## config.mk

```make
export PLATFORM = sky130hd
export DESIGN_NAME = ceespu_text_renderer_flat
export DESIGN_NICKNAME = d
export VERILOG_FILES = /design/src/rtl/ceespu_text_renderer_if.sv /design/src/rtl/ceespu_text_renderer.sv /design/src/flat_wrapper.sv
export SDC_FILE = /design/constraint.sdc
export NUM_CORES = 1
export LEC_CHECK = 0
export CORE_MARGIN = 1.5
export CORE_UTILIZATION = 44
export CTS_CLUSTER_SIZE = 12
export DETAILED_ROUTE_END_ITERATION = 12
export GPL_ROUTABILITY_DRIVEN = 0
export PLACE_DENSITY = 0.9
export REMOVE_ABC_BUFFERS = 1
export SYNTH_ARGS = -nofsm -noshare
export SYNTH_HDL_FRONTEND = slang
export SYNTH_SLANG_ARGS = --single-unit
```

## constraint.sdc

```tcl
create_clock -name clk -period 6.3 [get_ports clk]
set_clock_uncertainty 0.15 [all_clocks]
set_input_delay 1.26 -clock clk [delete_from_list [all_inputs] [get_ports clk]]
set_output_delay 1.26 -clock clk [all_outputs]
set_load 0.02 [all_outputs]
```

## src/rtl/ceespu_text_renderer_if.sv

```systemverilog
// ceespu_text_renderer_if: timing, memory and pixel signals of the text renderer.
// Ports (bundle): x/y/de/hsync/vsync timing in, scroll_row, text RAM (text_addr/text_data),
// font ROM (font_addr/font_data), colour/video_de/video_hsync/video_vsync out.
// cursor_col/cursor_row/cursor_on exist only when CEESPU_GPU_CURSOR_EN is defined.
// master = timing generator, memories and display sink; slave = renderer.
interface ceespu_text_renderer_if #(
   parameter int COLS = 80,
   parameter int ROWS = 30,
   parameter int GLYPH_H = 16,
   parameter int X_W = 10,
   parameter int Y_W = 9,
   parameter int ADDR_W = 12
);
   logic [X_W-1:0] x;
   logic [Y_W-1:0] y;
   logic de, hsync, vsync;
   logic [$clog2(ROWS)-1:0] scroll_row;
   logic [ADDR_W-1:0] text_addr;
   logic [15:0] text_data;
   logic [7+$clog2(GLYPH_H):0] font_addr;
   logic [7:0] font_data;
   logic [3:0] colour;
   logic video_de, video_hsync, video_vsync;
`ifdef CEESPU_GPU_CURSOR_EN
   logic [$clog2(COLS)-1:0] cursor_col;
   logic [$clog2(ROWS)-1:0] cursor_row;
   logic cursor_on;
   modport master(output x, y, de, hsync, vsync, scroll_row, text_data, font_data, cursor_col, cursor_row, cursor_on,
                  input text_addr, font_addr, colour, video_de, video_hsync, video_vsync);
   modport slave(input x, y, de, hsync, vsync, scroll_row, text_data, font_data, cursor_col, cursor_row, cursor_on,
                 output text_addr, font_addr, colour, video_de, video_hsync, video_vsync);
`else
   modport master(output x, y, de, hsync, vsync, scroll_row, text_data, font_data,
                  input text_addr, font_addr, colour, video_de, video_hsync, video_vsync);
   modport slave(input x, y, de, hsync, vsync, scroll_row, text_data, font_data,
                 output text_addr, font_addr, colour, video_de, video_hsync, video_vsync);
`endif
endinterface

```

## src/rtl/ceespu_text_renderer.sv

```systemverilog
// ceespu_text_renderer: 3-cycle text-mode pixel pipeline (coordinates -> 4-bit palette index).
// Ports: clk pixel clock, rst async active-high reset, bus (slave modport) carrying timing in,
// text RAM / font ROM addresses (combinational) and data (1-cycle sync memories),
// registered colour and 3-cycle-delayed de/hsync/vsync.
// Optional hardware cursor built only when CEESPU_GPU_CURSOR_EN is defined.
module ceespu_text_renderer #(
   parameter int COLS = 80,
   parameter int ROWS = 30,
   parameter int GLYPH_H = 16,
   parameter int X_W = 10,
   parameter int Y_W = 9,
   parameter int ADDR_W = 12,
   parameter int BLINK_LOG2 = 5
) (
   input logic clk,
   input logic rst,
   ceespu_text_renderer_if.slave bus
);
   localparam int GL = $clog2(GLYPH_H);
   localparam int CX = X_W - 3;
   localparam int RY = Y_W - GL;
   localparam int RW = $clog2(ROWS);
   localparam int SW = (RY > RW ? RY : RW) + 1;
   logic [CX-1:0] col;
   logic [RY-1:0] trow;
   logic [GL-1:0] gy, gy1;
   logic [SW-1:0] sum, srow;
   logic [RW-1:0] scroll_q;
   logic [BLINK_LOG2-1:0] frame_cnt;
   logic [2:0] gx1, gx2, bg2;
   logic [3:0] fg2, fg;
   logic [1:0] de_p, hs_p, vs_p;
   logic in_area, vs_d, act1, act2, blink2, pix, phase, cur;
   assign col = bus.x[X_W-1:3];
   assign trow = bus.y[Y_W-1:GL];
   assign gy = bus.y[GL-1:0];
   // single wrap is enough: both trow and scroll_q are below ROWS when in_area
   always_comb begin
      in_area = 32'(col) < COLS && 32'(trow) < ROWS;
      sum = SW'(trow) + SW'(scroll_q);
      srow = 32'(sum) >= ROWS ? sum - SW'(ROWS) : sum;
      bus.text_addr = in_area ? ADDR_W'(32'(srow) * COLS + 32'(col)) : '0;
   end
   assign bus.font_addr = {bus.text_data[7:0], gy1};
   assign phase = frame_cnt[BLINK_LOG2-1];
   assign pix = bus.font_data[~gx2] | (cur & ~phase);
   assign fg = blink2 && phase ? {1'b0, bg2} : fg2;
   // scroll and blink counter only move on a vsync rising edge so a frame never tears
   always_ff @(posedge clk or posedge rst)
      if (rst) begin
         vs_d <= 1'b0;
         scroll_q <= '0;
         frame_cnt <= '0;
      end else begin
         vs_d <= bus.vsync;
         if (bus.vsync && !vs_d) begin
            scroll_q <= 32'(bus.scroll_row) < ROWS ? bus.scroll_row : '0;
            frame_cnt <= frame_cnt + 1'b1;
         end
      end
   always_ff @(posedge clk or posedge rst)
      if (rst) begin
         {gx1, gy1, act1, gx2, act2, fg2, bg2, blink2} <= '0;
         {de_p, hs_p, vs_p} <= '0;
         bus.colour <= 4'h0;
         bus.video_de <= 1'b0;
         bus.video_hsync <= 1'b0;
         bus.video_vsync <= 1'b0;
      end else begin
         gx1 <= bus.x[2:0];
         gy1 <= gy;
         act1 <= bus.de && in_area;
         gx2 <= gx1;
         act2 <= act1;
         fg2 <= bus.text_data[11:8];
         bg2 <= bus.text_data[14:12];
         blink2 <= bus.text_data[15];
         de_p <= {de_p[0], bus.de};
         hs_p <= {hs_p[0], bus.hsync};
         vs_p <= {vs_p[0], bus.vsync};
         bus.colour <= act2 ? (pix ? fg : {1'b0, bg2}) : 4'h0;
         bus.video_de <= de_p[1];
         bus.video_hsync <= hs_p[1];
         bus.video_vsync <= vs_p[1];
      end
`ifdef CEESPU_GPU_CURSOR_EN
   // cursor hit is decided on the screen position (pre-scroll) and carried alongside stages 1/2
   logic cur1, cur2;
   always_ff @(posedge clk or posedge rst)
      if (rst) begin
         cur1 <= 1'b0;
         cur2 <= 1'b0;
      end else begin
         cur1 <= bus.cursor_on && 32'(col) == 32'(bus.cursor_col) && 32'(trow) == 32'(bus.cursor_row)
                 && 32'(gy) >= GLYPH_H - 2;
         cur2 <= cur1;
      end
   assign cur = cur2;
`else
   assign cur = 1'b0;
`endif
endmodule

```

## src/flat_wrapper.sv

```systemverilog
// flat-port wrapper written by rule: the top's interface ports become plain ports
module ceespu_text_renderer_flat 
#(
   parameter int COLS = 80,
   parameter int ROWS = 30,
   parameter int GLYPH_H = 16,
   parameter int X_W = 10,
   parameter int Y_W = 9,
   parameter int ADDR_W = 12,
   parameter int BLINK_LOG2 = 5
)
  (clk, rst, bus_x, bus_y, bus_de, bus_hsync, bus_vsync, bus_scroll_row, bus_text_data, bus_font_data, bus_text_addr, bus_font_addr, bus_colour, bus_video_de, bus_video_hsync, bus_video_vsync);
  ceespu_text_renderer_if #(.COLS(COLS), .ROWS(ROWS), .GLYPH_H(GLYPH_H), .X_W(X_W), .Y_W(Y_W), .ADDR_W(ADDR_W)) bus_i ();
  input logic clk;
  input logic rst;
  input wire logic [$bits(bus_i.x)-1:0] bus_x;
  input wire logic [$bits(bus_i.y)-1:0] bus_y;
  input wire logic [$bits(bus_i.de)-1:0] bus_de;
  input wire logic [$bits(bus_i.hsync)-1:0] bus_hsync;
  input wire logic [$bits(bus_i.vsync)-1:0] bus_vsync;
  input wire logic [$bits(bus_i.scroll_row)-1:0] bus_scroll_row;
  input wire logic [$bits(bus_i.text_data)-1:0] bus_text_data;
  input wire logic [$bits(bus_i.font_data)-1:0] bus_font_data;
  output wire logic [$bits(bus_i.text_addr)-1:0] bus_text_addr;
  output wire logic [$bits(bus_i.font_addr)-1:0] bus_font_addr;
  output wire logic [$bits(bus_i.colour)-1:0] bus_colour;
  output wire logic [$bits(bus_i.video_de)-1:0] bus_video_de;
  output wire logic [$bits(bus_i.video_hsync)-1:0] bus_video_hsync;
  output wire logic [$bits(bus_i.video_vsync)-1:0] bus_video_vsync;
  assign bus_i.x = bus_x;
  assign bus_i.y = bus_y;
  assign bus_i.de = bus_de;
  assign bus_i.hsync = bus_hsync;
  assign bus_i.vsync = bus_vsync;
  assign bus_i.scroll_row = bus_scroll_row;
  assign bus_i.text_data = bus_text_data;
  assign bus_i.font_data = bus_font_data;
  assign bus_text_addr = bus_i.text_addr;
  assign bus_font_addr = bus_i.font_addr;
  assign bus_colour = bus_i.colour;
  assign bus_video_de = bus_i.video_de;
  assign bus_video_hsync = bus_i.video_hsync;
  assign bus_video_vsync = bus_i.video_vsync;
  ceespu_text_renderer #(.COLS(COLS), .ROWS(ROWS), .GLYPH_H(GLYPH_H), .X_W(X_W), .Y_W(Y_W), .ADDR_W(ADDR_W), .BLINK_LOG2(BLINK_LOG2)) u_core (.clk(clk), .rst(rst), .bus(bus_i));
endmodule
```

==> summary.txt <==
Run status
  • Status: complete, no violations

Worst hold path
  • Worst min-delay path category: reg -> reg
  • Hold Path Stages: 0

Job
  • Max-cap violation count: 0

Clock network
  • Clk buf depth: 2
  • Hold Buf Count CTS: 0
  • H-tree levels: 2
  • Total clock sinks: 43
  • Num CTS Buffers: 5
  • Root Buffer: clkbuf_8
  • TritonCTS clock tree: built
  • Clock Latency Late Sink: 0.29 ns
  • Clk slew on worst S/H paths: around 0.08 ns

Synth
  • Cell area after synthesis: around 2200 um2
  • Mapped Cells: about 190
  • Largest cells by area after synthesis: dfrtp_1 50%, ha_1 10%, nand2_1 3.3%
  • Count of cell types in the netlist: 33
  • Register bit count reported by yosys: 43
  • Post-synth EDFFs: 0
  • Post-synthesis sequential area ratio: about half
  • Top-area cell type share of the netlist area: between 40 and 50%
  • Mean area per synthesized cell: between 10 and 15 um2
  • Top cells by count, synth: 43 x dfrtp_1, 19 x nand2_1, 18 x ha_1, 11 x nor2_1
  • Ys flop type: dfrtp_1
  • Ys async rst share: 100%
  • Synth warnings: 0
  • Area leader, netlist: dfrtp_1
  • Count leader, synth: dfrtp_1

Global route
  • First-pass GRT wire length: 7630 um
  • Total gr overflow: 0
  • GRT Total Usage: about a fifth
  • Initial antenna violation count: 0
  • Largest net degree at the start of global routing: 44
  • Vias in the first global route: ~1700

Pwr
  • Sequential Power Share: 26.4%
  • Switching share of power: between 30% and 40%
  • Total power per unit cell area: about 390 nW/um2
  • Clk network pwr share: between 10% and 20%
  • Psw: about 470 uW
  • Total power after layout: 1.24 mW
  • Leakage: between 1 and 1.5 nW
  • Peak supply drop: approximately 0.00044 V
  • Combinational share of power: about three fifths
  • P_int: approximately 770 uW

Final layout
  • Final Non-Filler Cells: 350
  • Fill count: between 300 and 400
  • Area Overhead vs Synth: 49.2%
  • ANT cells: 0
  • Multi-input gate area: approximately 1100 um2
  • Ratio of cells with drive above 1 in the final layout: 23.0%
  • Fin nets: between 300 and 400
  • Register area: about 1100 um2

STA
  • Setup-failing EPs final: 0
  • Slew margin rel.: a little under three fifths
  • Max-slew violations: 0
  • Final Hold Fails: 0
  • Hold slack: approximately 0.20 ns
  • Fin crit share: between 90% and 100%
  • Fmax: about 0.16 GHz
  • Tmin final: ~6.2 ns
  • Worst Tran Pin Value: 0.653 ns
  • Setup repair after global routing missed its margin: no

Die
  • FP Rows: 25
  • Die Ht: roughly 73 um
  • Num ports: 84
  • Core Box Area: 4720 um2
  • Die extent in x: ~73 um
  • Die area: 5350 um2
  • Initial Util: 45.8%

Detailed routing
  • Vias/cell: about 5
  • Drt total wl: between 4000 and 5000 um
  • DR iter-0 viols: 56
  • Drt drc: 0
  • Post-DRT Antenna Nets: 0
  • DRT Pass-1 Iters: 4
  • Via Count: 1701
  • Avg WL per Cell: ~14 um

Critical path
  • CP startpoint kind: primary input
  • Critical Path AT: approximately 4.8 ns
  • CP Class: in -> out
  • Maximum fanout along the worst path: 3
  • Reg2reg start: u_core.gx2[0]
  • CP Capture Type: primary output
  • RR Endpoint: u_core.bus.colour[1]
  • R2r setup slk: between 4 and 5 ns
  • CP startpoint: bus_y[4]
  • R2R depth: 5
  • Setup crit end: bus_text_addr[11]
  • Data required, critical path: 4.89 ns

Placement
  • IO buf count: 67
  • DP Cell Count: 340
  • Final HPWL DP: between 3000 and 4000 um
metal layers:
layer  vias up  part of all wire (%)  GRT usage [%]
met5         -                     0              0
met2        56                    54           33.8
met3         8                   5.0           6.08
met4         0                   1.3           4.82
li1        825                     -              -
met1       812                    40           21.6
final cells by class:
type	count	share of cell area, %
clock buffers	5	2.13
repair buffers	94	26.6
flip-flops and latches	43	33.3
inverters	9	1.05
clock inverters	3	0.736
well taps	67	2.60
multi-input cells	129	33.5
flip-flops by register name (all words and copies together), names as in the netlist:
signal and cells:
u_core.frame_cnt 5, u_core.bus.colour 4, u_core.gx1 3, u_core.blink2 1, u_core.act1 1, u_core.bus.video_vsync 1
u_core.hs_p 2, u_core.vs_p 2, u_core.gx2 3, u_core.act2 1, u_core.bg2 3, u_core.de_p 2
u_core.gy1 4, u_core.scroll_q 5, u_core.fg2 4, u_core.bus.video_de 1, u_core.bus.video_hsync 1
cell families (layout without fill, tap and decap cells):
group                    after synthesis  count (layout)  synth area share, %
AO/OA/AOI/OAI                         27              27                 7.87
XOR/XNOR                              14              14                 6.65
adder cells (fa/ha/maj)               21              21                 13.2
buffers and inverters                 19             111                 4.68
flip-flops                            43              43                 49.7
multiplexers                           5               5                 3.47
AND/OR/NAND/NOR                       62              62                 14.4
timing repair:
item,in CTS,in global routing
resized for setup,34,7
buffers inserted,2,0
pin swaps,14,8
setup endpoints to repair,6,4
power groups by stage:
stage	Sequential (mW)	Clock, mW	Combinational, mW
2_1_floorplan	0.332	0	0.381
3_3_place_gp	0.331	0	0.660
3_5_place_dp	0.333	0	0.675
4_1_cts	0.328	0.176	0.730
5_1_grt	0.332	0.191	0.801
6_report	0.328	0.172	0.744
cell usage in the layout, fill, tap and decap left out, drive strengths merged, types with 8 or more instances in the layout:
| cell type | count |
|---|---|
| inv | 10 |
| dfrtp | 43 |
| o21ai | 9 |
| clkdlybuf4s50 | 60 |
| nor2 | 11 |
| a21oi | 8 |
| buf | 30 |
| ha | 18 |
| nand2 | 20 |
through the flow:
| step | area (um2) | worst slack (ns) | TNS [ns] | utilization, % |
|---|---|---|---|---|
| final | 3230 | 0.144 | 0 | 68.3 |
| after global routing | 3230 | 0.00102 | 0 | 68.3 |
| after CTS | 3220 | 0.0497 | 0 | 68.2 |
| after detailed placement | 3040 | -0.857 | -2.89 | 64.3 |
| after global placement | 3040 | -0.691 | -2.36 | 64.3 |
| after floorplan | 2100 | 0.170 | 0 | - |
how the worst min path moves through the flow:
stage	from	to
6_report	u_core.vs_p[1]	u_core.bus.video_vsync
5_1_grt	u_core.hs_p[0]	u_core.hs_p[1]
4_1_cts	u_core.vs_p[1]	u_core.bus.video_vsync
3_5_place_dp	u_core.vs_p[1]	u_core.bus.video_vsync
3_3_place_gp	u_core.gx1[2]	u_core.gx2[2]
2_1_floorplan	u_core.act1	u_core.act2
critical path, stage by stage:
cell	delay [ns]
buf_2	0.10
ha_2	0.19
fa_2	0.37
a21o_2	0.21
a21oi_2	0.15
xor2_1	0.23
buf_4	0.18
o21ai_2	0.06
a21o_1	0.18
nand2_2	0.07
ha_1	0.23
ha_2	0.19
inv_2	0.05
fa_2	0.44
nor4b_2	0.30
nand2_1	0.11
xnor3_1	0.18
nor2_1	0.09
buf_4	0.15
Power figures use the tool's default switching activity.
==> patch, RTL diff (same flow settings) <==
`BLINK_LOG2` is set to 5 in 2 places; all go to 7.
--- a/src/rtl/ceespu_text_renderer.sv
+++ b/src/rtl/ceespu_text_renderer.sv
@@ -12,3 +12,3 @@
    parameter int ADDR_W = 12,
-   parameter int BLINK_LOG2 = 5
+   parameter int BLINK_LOG2 = 7
 ) (
--- a/src/flat_wrapper.sv
+++ b/src/flat_wrapper.sv
@@ -9,3 +9,3 @@
    parameter int ADDR_W = 12,
-   parameter int BLINK_LOG2 = 5
+   parameter int BLINK_LOG2 = 7
 )
Check against the original RTL: same outputs for any inputs over 10 cycles, from zero or initial values and one cycle with rst high; that may be too few to reach the edited logic, so the function may still have changed.
==> patch against the unedited design <==
- worst setup slack worse by 110 ps
- synthesized area increased by 3.9%
- via count rose by 5.9%
- sequential share of layout area fell by 0.20 points
- count of clock-buffer cells in the layout rose by 2
- die area increased by 3.8%
- wire length is 13% higher
- non-clock buffer count up 1
- global-route usage hardly changed
- design area increased by 5.3%
- total power grew 5.8%
- sequential cell count rose by 2
- critical path type unchanged
- highest routed layer unchanged
==> patch: results (changes against the unedited design) <==
Worst slack at placement: -858 ps (-0.510 ps). The first-pass GRT wire length is 7940 µm (+4.0%). The tools report the estimated wirelength of the detail-placed design as 3840 µm (+2.6%).

The run gives 4860 ps (+110 ps) as the data arrival time of the worst path. The proportion of synthesized chip area in sequential cells was 50.1% (+0.34 points). The path with the worst hold slack has its endpoint at u_core.bus.video_de$_DFF_PP0_. The worst register-to-register path begins at u_core.vs_p[0]$_DFF_PP0_. The routed wirelength normalized by instance count is 15.0 µm (+9.7%), and the global routing met3 resource utilization is 4.74% (-1.3 points). By count the netlist is led by 45 x sky130_fd_sc_hd__dfrtp_1, 21 x sky130_fd_sc_hd__nand2_1, 18 x sky130_fd_sc_hd__ha_1. The tools report the fraction of met2 tracks used by global routing as 33.7% (-0.11 points).

The number of inserted filler cells in the final layout is 337 (+4.7%). The fmax was 159 MHz (-1.8%); the worst hold path cell count was 0 (unchanged). The tools report the clock root buffer as sky130_fd_sc_hd__clkbuf_8. The run gives 365 (+2.5%) as the net total in the final layout. The count of input and output buffers is 67 (unchanged), and the share of final-layout standard cells stronger than drive strength 1 is 23.6% (+0.66 points). The min-delay analysis places its worst path in the category flip-flop to flip-flop.

The leakage component of the power was 1.56 nW (+5.5%). Number of global-route vias before repair: 1,831 (+7.5%). The initial detailed-routing violation count is 82 (+46%).

The tools report the register-to-register setup slack as 4470 ps (-30 ps). Ranked by total cell area, the synthesized netlist is headed by sky130_fd_sc_hd__dfrtp_1 50%, sky130_fd_sc_hd__ha_1 10%, sky130_fd_sc_hd__nand2_1 3.5%. The run finished with clean final reports. The post-detailed-route via-to-cell ratio works out to 5.02 (+3.2%). For the count of inserted antenna diode cells, the log shows 0 (unchanged).

The combined global-route utilization of all metal layers came out at 18.9% (about the same). For the maximum level of the CTS H-tree, the log shows 2 (unchanged). Maximum number of pins on one net before global-route repair: 46 (+4.5%).

The path depth of the worst reg2reg path came out at 4 (-1). The endpoint identified for the worst register-to-register timing path is u_core.frame_cnt[5]$_DFFE_PP0P_. Clock transition at the register clock pins on the worst setup and hold paths after CTS: 80 ps (about the same). In the final layout, the registers with the most flip-flops are u_core.frame_cnt: 7 flops, u_core.scroll_q: 5 flops.

The maximum fanout along the worst path works out to 3 (unchanged). The register with the most flip-flops in the layout has 7 of them. For this run, the leading register cell type out of synthesis is sky130_fd_sc_hd__dfrtp_1. Transition at the pin with the smallest max-transition slack: 872 ps (+219 ps). The startpoint of the tightest hold check path is u_core.de_p[1]$_DFF_PP0_. The run gives 5 (unchanged) as the total clock buffers created by CTS. Among all stages on the critical path, the largest delay is contributed by sky130_fd_sc_hd__fa_2. The met1 track demand over resource came out at 22.5% (+0.90 points). The critical path's largest stage delay is 410 ps (-30 ps). The number of library cell types mapped by synthesis was 34 (+3.0%). For the maximum ir drop on the vdd rail, the log shows 0.449 mV (+1.9%).
-- patch: report_power, final --
part           internal, mW  leakage [nW]  switching, mW
clock network         0.129        0.0585         0.0888
logic                 0.389         0.961          0.365
registers             0.320         0.545         0.0242
-- patch: metal layers --
layer | vias up | share of wire (%)
met5 | - | 0
met4 | 0 | 1.6
met3 | 9 | 4.6
met2 | 67 | 54
met1 | 874 | 40
li1 | 851 | -
-- patch: per-stage QoR --
step	area (µm²)	setup TNS (ps)	hold slack, ps	cells	power [mW]
3_3_place_gp	3110	-2300	183	346	1.00
3_5_place_dp	3110	-2900	186	346	1.03
5_1_grt	3400	-178	214	359	1.39
2_1_floorplan	2180	0	181	189	0.727
6_report	3400	0	201	359	1.32
4_1_cts	3280	0	203	357	1.26
-- patch: logic make-up after synthesis --
logic type	Yosys count	share of synthesized area, %
adder cells (fa/ha/maj)	21	12.7
buffers and inverters	19	4.51
AO/OA/AOI/OAI	27	7.57
AND/OR/NAND/NOR	66	14.6
XOR/XNOR	16	7.18
multiplexers	5	3.34
flip-flops	45	50.1
-- patch: layout make-up --
type	instances	area (µm²)	share of cell area (%)
sequential	45	1130	33.1
timing repair buffer	95	871	25.6
clock inverter	1	30.0	0.884
clock buffer	7	86.3	2.54
multi-input combinational	135	1170	34.4
tap	67	83.8	2.47
inverter	9	33.8	0.994
-- patch: repair_timing --
| action | in CTS | in global routing |
|---|---|---|
| endpoints found under the setup margin | 6 | 5 |
| resized for setup | 27 | 20 |
| pin swaps | 13 | 12 |
| hold buffers | 0 | 0 |
| buffers inserted | 3 | 2 |
